**config.mk**
```make
export PLATFORM = sky130hd
export DESIGN_NAME = sram_like_arbiter
export DESIGN_NICKNAME = d
export VERILOG_FILES = /design/src/rtl/sram_like_arbiter_pkg.sv /design/src/rtl/sram_like_arbiter_id_fifo.sv /design/src/rtl/sram_like_arbiter.sv
export SDC_FILE = /design/constraint.sdc
export NUM_CORES = 1
export LEC_CHECK = 0
export CORE_AREA = 2 2 121 123
export CTS_CLUSTER_DIAMETER = 200
export DETAILED_ROUTE_END_ITERATION = 8
export DIE_AREA = 0 0 123 125
export PLACE_DENSITY = 0.59
export SLEW_MARGIN = 5
export SYNTH_ARGS = -nofsm -noshare
export SYNTH_HDL_FRONTEND = slang
export SYNTH_SLANG_ARGS = --single-unit
```
**constraint.sdc**
```tcl
create_clock -name clk -period 2.25 [get_ports clk]
set_input_delay 0.5625 -clock clk [delete_from_list [all_inputs] [get_ports clk]]
set_output_delay 0.5625 -clock clk [all_outputs]
set_load 0.01 [all_outputs]
```
**src/rtl/sram_like_arbiter_pkg.sv**
```systemverilog
// Shared definitions for the sram-like arbiter: source IDs, transfer size
// encodings and the lock state encoding used by the grant logic.
package sram_like_arbiter_pkg;

  typedef logic src_id_t;

  localparam src_id_t SRC_INST = 1'b0;
  localparam src_id_t SRC_DATA = 1'b1;

  localparam logic [1:0] SZ_BYTE = 2'd0;
  localparam logic [1:0] SZ_HALF = 2'd1;
  localparam logic [1:0] SZ_WORD = 2'd2;

  typedef enum logic [1:0] {
    LK_NONE = 2'd0,
    LK_INST = 2'd1,
    LK_DATA = 2'd2
  } lock_state_e;

endpackage

```
**src/rtl/sram_like_arbiter_id_fifo.sv**
```systemverilog
// In-order FIFO of 1-bit source IDs. Remembers which requester issued each
// accepted transaction so returning responses can be steered back to it.
module sram_like_id_fifo
  import sram_like_arbiter_pkg::*;
#(
  parameter int DEPTH = 2,
  parameter int CNT_W = $clog2(DEPTH + 1)
) (
  input  logic             clk,
  input  logic             reset,
  input  logic             push_i,
  input  logic             pop_i,
  input  logic             din_i,
  output logic             dout_o,
  output logic             full_o,
  output logic             empty_o,
  output logic [CNT_W-1:0] count_o
);

  localparam int PTR_W = (DEPTH > 1) ? $clog2(DEPTH) : 1;

  logic             mem_q [DEPTH];
  logic [PTR_W-1:0] wr_ptr_q, wr_ptr_d;
  logic [PTR_W-1:0] rd_ptr_q, rd_ptr_d;
  logic [CNT_W-1:0] count_q, count_d;
  logic             do_push, do_pop;

  // Pointers wrap at DEPTH, which need not be a power of two.
  function automatic logic [PTR_W-1:0] ptr_inc(input logic [PTR_W-1:0] p);
    if (p == PTR_W'(DEPTH - 1)) return '0;
    else                        return p + PTR_W'(1);
  endfunction

  assign full_o  = (count_q == CNT_W'(DEPTH));
  assign empty_o = (count_q == '0);
  assign count_o = count_q;
  assign dout_o  = mem_q[rd_ptr_q];
  assign do_push = push_i & ~full_o;
  assign do_pop  = pop_i & ~empty_o;

  // Next pointer and occupancy; simultaneous push and pop leaves count unchanged.
  always_comb begin
    wr_ptr_d = wr_ptr_q;
    rd_ptr_d = rd_ptr_q;
    count_d  = count_q;
    if (do_push) wr_ptr_d = ptr_inc(wr_ptr_q);
    if (do_pop)  rd_ptr_d = ptr_inc(rd_ptr_q);
    case ({do_push, do_pop})
      2'b10:   count_d = count_q + CNT_W'(1);
      2'b01:   count_d = count_q - CNT_W'(1);
      default: count_d = count_q;
    endcase
  end

  // Control state; reset empties the FIFO and discards any in-flight IDs.
  always_ff @(posedge clk) begin
    if (reset) begin
      wr_ptr_q <= '0;
      rd_ptr_q <= '0;
      count_q  <= '0;
    end else begin
      wr_ptr_q <= wr_ptr_d;
      rd_ptr_q <= rd_ptr_d;
      count_q  <= count_d;
    end
  end

  // ID storage; contents are only meaningful between the pointers.
  always_ff @(posedge clk) begin
    if (do_push) mem_q[wr_ptr_q] <= din_i;
  end

endmodule

```
**src/rtl/sram_like_arbiter.sv**
```systemverilog
// Merges the instruction-fetch and data sram-like channels onto one sram-like
// master port. Grants are held (locked) until the bridge accepts, and an
// in-order ID FIFO steers each response back to the requester that issued it.
// Optional build macro ARB_ROUND_ROBIN_EN: alternate grants when both sources
// request and no lock is held; otherwise data has fixed priority over inst.
module sram_like_arbiter
  import sram_like_arbiter_pkg::*;
#(
  parameter int MAX_OUTSTANDING = 2,
  parameter int CNT_W           = $clog2(MAX_OUTSTANDING + 1)
) (
  input  logic             clk,
  input  logic             reset,
  input  logic             inst_req,
  input  logic             inst_wr,
  input  logic [1:0]       inst_size,
  input  logic [31:0]      inst_addr,
  input  logic [31:0]      inst_wdata,
  output logic [31:0]      inst_rdata,
  output logic             inst_addr_ok,
  output logic             inst_data_ok,
  input  logic             data_req,
  input  logic             data_wr,
  input  logic [1:0]       data_size,
  input  logic [31:0]      data_addr,
  input  logic [31:0]      data_wdata,
  output logic [31:0]      data_rdata,
  output logic             data_addr_ok,
  output logic             data_data_ok,
  output logic             m_req,
  output logic             m_wr,
  output logic [1:0]       m_size,
  output logic [31:0]      m_addr,
  output logic [31:0]      m_wdata,
  input  logic [31:0]      m_rdata,
  input  logic             m_addr_ok,
  input  logic             m_data_ok,
  output logic [CNT_W-1:0] outstanding,
  output logic             proto_err
);

  lock_state_e      lock_q, lock_d;
  logic             proto_err_q, proto_err_d;
  logic             gnt_vld;
  src_id_t          gnt_src;
  logic             accept;
  logic             fifo_full, fifo_empty, fifo_pop;
  logic             fifo_head;
  logic [CNT_W-1:0] fifo_count;

`ifdef ARB_ROUND_ROBIN_EN
  src_id_t rr_ptr_q, rr_ptr_d;

  // Round-robin pointer moves to the other source on every accept.
  always_comb begin
    rr_ptr_d = rr_ptr_q;
    if (accept) rr_ptr_d = ~rr_ptr_q;
  end

  // Pointer register; starts out favouring data.
  always_ff @(posedge clk) begin
    if (reset) rr_ptr_q <= SRC_DATA;
    else       rr_ptr_q <= rr_ptr_d;
  end
`endif

  // Grant selection. A full FIFO blocks all grants so m_req never depends on
  // m_data_ok; a held lock overrides the other source's request.
  always_comb begin
    gnt_vld = 1'b0;
    gnt_src = SRC_DATA;
    if (!fifo_full) begin
      if (lock_q == LK_INST) begin
        gnt_vld = 1'b1;
        gnt_src = SRC_INST;
      end else if (lock_q == LK_DATA) begin
        gnt_vld = 1'b1;
        gnt_src = SRC_DATA;
`ifdef ARB_ROUND_ROBIN_EN
      end else if (data_req && inst_req) begin
        gnt_vld = 1'b1;
        gnt_src = rr_ptr_q;
`endif
      end else if (data_req) begin
        gnt_vld = 1'b1;
        gnt_src = SRC_DATA;
      end else if (inst_req) begin
        gnt_vld = 1'b1;
        gnt_src = SRC_INST;
      end
    end
  end

  // Master port mux; fields read zero when nothing is granted.
  always_comb begin
    m_req   = 1'b0;
    m_wr    = 1'b0;
    m_size  = 2'd0;
    m_addr  = 32'd0;
    m_wdata = 32'd0;
    if (gnt_vld) begin
      if (gnt_src == SRC_DATA) begin
        m_req   = data_req;
        m_wr    = data_wr;
        m_size  = data_size;
        m_addr  = data_addr;
        m_wdata = data_wdata;
      end else begin
        m_req   = inst_req;
        m_wr    = inst_wr;
        m_size  = inst_size;
        m_addr  = inst_addr;
        m_wdata = inst_wdata;
      end
    end
  end

  assign accept       = m_req & m_addr_ok;
  assign inst_addr_ok = accept & (gnt_src == SRC_INST);
  assign data_addr_ok = accept & (gnt_src == SRC_DATA);

  // Responses return in acceptance order, so the FIFO head names the owner.
  assign fifo_pop     = m_data_ok & ~fifo_empty;
  assign inst_data_ok = fifo_pop & (fifo_head == SRC_INST);
  assign data_data_ok = fifo_pop & (fifo_head == SRC_DATA);
  assign inst_rdata   = m_rdata;
  assign data_rdata   = m_rdata;
  assign outstanding  = fifo_count;
  assign proto_err    = proto_err_q;

  // Lock next state and sticky protocol error.
  always_comb begin
    lock_d      = lock_q;
    proto_err_d = proto_err_q | (m_data_ok & fifo_empty);
    if (accept) begin
      lock_d = LK_NONE;
    end else if (m_req) begin
      lock_d = (gnt_src == SRC_DATA) ? LK_DATA : LK_INST;
    end
  end

  // Lock and error registers.
  always_ff @(posedge clk) begin
    if (reset) begin
      lock_q      <= LK_NONE;
      proto_err_q <= 1'b0;
    end else begin
      lock_q      <= lock_d;
      proto_err_q <= proto_err_d;
    end
  end

  sram_like_id_fifo #(
    .DEPTH (MAX_OUTSTANDING),
    .CNT_W (CNT_W)
  ) u_id_fifo (
    .clk     (clk),
    .reset   (reset),
    .push_i  (accept),
    .pop_i   (fifo_pop),
    .din_i   (gnt_src),
    .dout_o  (fifo_head),
    .full_o  (fifo_full),
    .empty_o (fifo_empty),
    .count_o (fifo_count)
  );

endmodule

```
Word level (Yosys, flattened, before mapping). Memory sizes are Yosys's and may differ from the RTL's. A register that Yosys moved wholly into a read port is not among the register bits. Cells that the tools add are included.

Register bits after elaboration: 7. RAM bits: 2. Input bits: 172. Output and inout port bits: 139. Logic and storage cells: 60. Memories: 1.

Add/sub/neg operators: 4. Equality and inequality tests: 5. Mux-type cells: 28. Bitwise logic cells: 14. Reductions and logical operators: 3.

Memory list: u_id_fifo.mem_q (depth 2, width 1, rd ports 1, clocked after memory_dff 1, write ports 1, RTL line sram_like_arbiter_id_fifo.sv:22) `logic mem_q [DEPTH];`.

Operator list (count): two-way mux 32 bit (4); two-way mux 1 bit (20); AND 1 bit (9); == test 2 bit, second input constant (3); two-way mux 2 bit (3); == test 2 x 1 -> 1 bit, second input constant (2); NOT 1 bit (4); one-hot mux 2 bit (2 select lines) (1); adder 1 bit, second input constant (2); adder 2 x 1 -> 2 bit, second input constant (1); zero test 2 bit (1); nonzero test 2 bit (1); OR reduction 2 bit (1); subtractor 2 x 1 -> 2 bit, second input constant (1); bitwise OR 1 bit (1).

Longest topological paths before layout.
Depth in word-level cells: 11. Mapped depth: 9. Gate-level depth less buffers: 7.

Hierarchy. A second synthesis with hierarchy kept.

Cell total of the unflattened synthesis: 590. Area total of the unflattened synthesis: 3956.3 µm².

By module, submodules not included: sram_like_arbiter (times used 1, cells each 561, area an instance 3661.0 µm², seq. area each 60.1 µm²); sram_like_id_fifo (times used 1, cells each 29, area an instance 295.3 µm², seq. area each 160.2 µm²).

Worst setup path before layout. Ideal clock, no wire load.

Path type: input to output. Start point: input data_req. End point: output m_addr[0]. Data arrival time: 1.568 ns. Required time: 1.688 ns. Setup slack: 0.120 ns. Stages on the path: 6. Path buffers: 2. Cell sequence: nand2b_1 > maj3_1 > buf_2 > buf_2 > nand2_1 > a21oi_1.

Word-level cells in the longest chain between the ends: 6. Elaborated cells between the ends (all ways): 10. Those cells by class: mux (10).

Ends and longest elaborated chain: from (decl) (RTL line sram_like_arbiter.sv:22) `input logic data_req,`; two-way mux 1 bit (RTL line sram_like_arbiter.sv:84) `end else if (data_req) begin`; two-way mux 1 bit (RTL line sram_like_arbiter.sv:76) `end else if (lock_q == LK_DATA) begin`; two-way mux 1 bit (RTL line sram_like_arbiter.sv:73) `if (lock_q == LK_INST) begin`; two-way mux 1 bit (RTL line sram_like_arbiter.sv:72) `if (!fifo_full) begin`; two-way mux 32 bit (RTL line sram_like_arbiter.sv:102) `if (gnt_src == SRC_DATA) begin`; two-way mux 32 bit (*) (RTL line sram_like_arbiter.sv:101) `if (gnt_vld) begin`; to (decl) (RTL line sram_like_arbiter.sv:33) `output logic [31:0] m_addr,`.

Mark *: on every way between the ends. The rest lies on a longest branch, timed or not.

Worst setup path in the final report.
Start point: input data_req. End point: output m_addr[25].

The elaborated chain is that of the path after synthesis.

==> out/metrics.yaml <==
synth:
  ys_warn_count: 0
  yosysSeqAreaShare_pct: 11.05
  synth-seq-cells: 10
  yosys.cell_types.count: 29
  syn_avg_cell_area_sq_um: 5.615
  synth_area_sq_um: 1993
  synthCells: 355
  syn_nets: 528
floorplanning:
  fp.dieArea_sq_um: 15380
  core_sq_um: 14200
  die_w_um: 123
  die_h_um: 125
  floorplan.rows: 44
  pin_count: 311
  initial_core_util_pct: 14.03
global_routing:
  grt_antenna_before_repair: 0
  grt_max_degree: 33
  grt_usage_pct: 14.65
  grt_pass1_vias: 3239
  grt_pass1_wl_mm: 17.40
  globalRoute.totalOverflow: 0
worst_hold_path:
  hold_depth: 2
  hold_class: "reg -> reg"
  worstHoldStart: "proto_err"
  holdPathEnd: "proto_err"
cts:
  h-tree-depth: 1
  tritoncts: "done"
  clk_pin_slew_ns: 0.04
  hold_buffers: 0
  clock-sinks: 10
  cts-buffers-inserted: 3
  cts-root-buf: "clkbuf_16"
  insertion_delay_ns: 0.24
  clockBufferDepth: 2
detailed_routing:
  drt_wl_total_mm: 13.29
  drt_iter0_drc: 102
  first_pass_iters: 4
  drc: 0
  wl_per_cell_um: 17.58
  avgViaCountPerCell: 4.222
  ant_nets: 0
  num_vias: 3192
finish:
  finalNetCount: 746
  final_cells: 756
  n_antenna_cell: 0
  area_growth_pct: 175.3
  drive_gt1_share_pct: 52.27
placement:
  portBuffers: 214
  place_congestion: 0.8039
  dp_hpwl_mm: 6.835
  dp.cells: 682
sta:
  timing.hold.ws_ns: 0.4762
  fin_crit_ns: 2.537
  tightest_slew_ns: 0.3694
  post-route-period-util_pct: 112.8
  fmax_ghz: 0.3942
  rsz0062_at_grt: "yes"
  setup_ws_ns: -0.2869
  finClkSkew_ns: 0.0009523
  finalSetupViolCount: 67
  finalHoldViolations: 0
  tns_ns: -8.105
  finalMaxSlewViolations: 0
  relSlewSlack_pct: 75.21
power:
  ir_drop_uv: 675.1
  total_power_mw: 4.052
  power.density_nw_per_um2: 738.3
  p_leak_nw: 2.437
setup_path:
  critical_path_class: "in -> out"
  reg2reg_depth: 8
  reg2reg_to: "u_id_fifo.count_o[1]"
  r2r_slack_ns: 0.22
  cp-start-kind: "primary input"
  critPathArrivalTime_ns: 1.97
  timing.rr.start: "lock_q[0]"
  critPathMaxFanout: 5
  required_ns: 1.69
  end_kind: "output pin"
run:
  cap_violations: 0
status:
  status: "finished with violations"
  violations: "negative setup slack"
## kinds of logic after synthesis
family | Yosys count | synth area share (%)
flip-flops | 10 | 11.05
XOR/XNOR | 4 | 1.758
AND/OR/NAND/NOR | 160 | 31.95
multiplexers | 2 | 1.255
buffers and inverters | 94 | 31.20
AO/OA/AOI/OAI | 82 | 21.16
adder cells (fa/ha/maj) | 3 | 1.632
## per-stage QoR
| stage | utilization [%] | cell area [sq um] | setup WS (ns) |
|---|---|---|---|
| 4_1_cts | 34.44 | 4892 | -0.3620 |
| 5_1_grt | 38.64 | 5488 | -0.3274 |
| 6_report | 38.64 | 5488 | -0.2869 |
| 2_1_floorplan | - | 1993 | 0.1199 |
| 3_5_place_dp | 28.08 | 3989 | -0.9297 |
| 3_3_place_gp | 28.08 | 3989 | -0.9241 |
## metal layers
metal / global-route usage, % / wire length, um / part of all wire (%)
met3: 3.650 / 1087 / 8.2
met4: 2.874 / 289 / 2.2
met2: 26.88 / 6472 / 49
met5: 0 / 0 / 0
met1: 17.02 / 5437 / 41
## worst max path at each step
stage             start     endpoint  slack (ns)  depth (start not counted)
2_1_floorplan  data_req    m_addr[0]        0.12                          6
3_3_place_gp   inst_req   m_addr[31]       -0.92                          7
3_5_place_dp   inst_req   m_addr[31]       -0.93                          7
4_1_cts        data_req  m_wdata[25]       -0.36                         11
5_1_grt        data_req   m_addr[22]       -0.33                         10
6_report       data_req   m_addr[25]       -0.29                         10
## Yosys cell counts
| cell | count | area [sq um] |
|---|---|---|
| nand2_1 | 135 | 506.7 |
| a21oi_1 | 73 | 365.4 |
| buf_4 | 67 | 503.0 |
| buf_2 | 14 | 70.07 |
| nor2_1 | 12 | 45.04 |
| dfxtp_1 | 8 | 160.2 |
| clkbuf_1 | 6 | 22.52 |
| inv_1 | 5 | 18.77 |
| o21ai_0 | 4 | 20.02 |
| nor3_1 | 3 | 15.01 |
| xor2_1 | 3 | 26.28 |
| a211oi_1 | 2 | 15.01 |
| buf_1 | 2 | 7.510 |
| edfxtp_1 | 2 | 60.06 |
| maj3_1 | 2 | 20.02 |
| nand2b_1 | 2 | 12.51 |
| nor2b_1 | 2 | 12.51 |
| or3_1 | 2 | 12.51 |
| a22oi_1 | 1 | 7.510 |
| a31oi_1 | 1 | 6.260 |
| and2b_1 | 1 | 7.510 |
| ha_1 | 1 | 12.51 |
| mux2_4 | 1 | 15.01 |
| mux2i_1 | 1 | 10.01 |
| nand2_2 | 1 | 6.260 |
| nor3b_1 | 1 | 7.510 |
| o31ai_1 | 1 | 7.510 |
| or2b_4 | 1 | 11.26 |
| xnor2_1 | 1 | 8.760 |
## final cells by class
| type | instances | area, sq um |
|---|---|---|
| inverter | 5 | 18.77 |
| clock inverter | 1 | 3.754 |
| fill | 1428 | 8716 |
| clock buffer | 3 | 75.07 |
| tap | 184 | 230.2 |
| multi-input combinational | 251 | 1774 |
| timing repair buffer | 302 | 3164 |
| sequential | 10 | 221.5 |
## state kept, by name, summed over array words and instances, names as in the netlist, named ones only
name and count:
lock_q 2, u_id_fifo.mem_q 2, proto_err 1, u_id_fifo.count_o 2, u_id_fifo.wr_ptr_q 1, u_id_fifo.rd_ptr_q 1
## placed cells by master, fill, tap and decap left out, types with 3 or more instances in the layout
cell / synthesis / final
o21ai_0: 4 / 3
buf_4: 67 / 24
a21oi_2: 0 / 51
nand2_1: 135 / 60
nor3_1: 3 / 3
buf_2: 14 / 64
buf_16: 0 / 11
buf_6: 0 / 26
inv_1: 5 / 5
nor2_1: 12 / 12
dfxtp_1: 8 / 7
a21oi_1: 73 / 20
nand2_2: 1 / 40
nand2_4: 0 / 36
buf_12: 0 / 17
xor2_1: 3 / 3
clkdlybuf4s50_1: 0 / 139
buf_8: 0 / 10
clkbuf_16: 0 / 8
## critical path, stage by stage
cell and delay (ns):
buf_8 0.10, nand2b_4 0.13, maj3_4 0.40, buf_12 0.16, buf_16 0.12, buf_8 0.12, buf_12 0.14, nand2_4 0.05
a21oi_2 0.05, buf_2 0.14
## power by group
| group | internal (mW) | leakage [nW] | switching (mW) |
|---|---|---|---|
| registers | 0.236 | 0.0839 | 0.0287 |
| clock network | 0.233 | 0.0385 | 0.0830 |
| logic | 1.87 | 2.31 | 1.60 |
## timing repair
action                     CTS  global route
pin swaps                   39            42
setup endpoints to repair   73            72
cloned                      13             7
gates resized for setup    417           129
buffers inserted            43            16
Power figures use the tool's default switching activity.
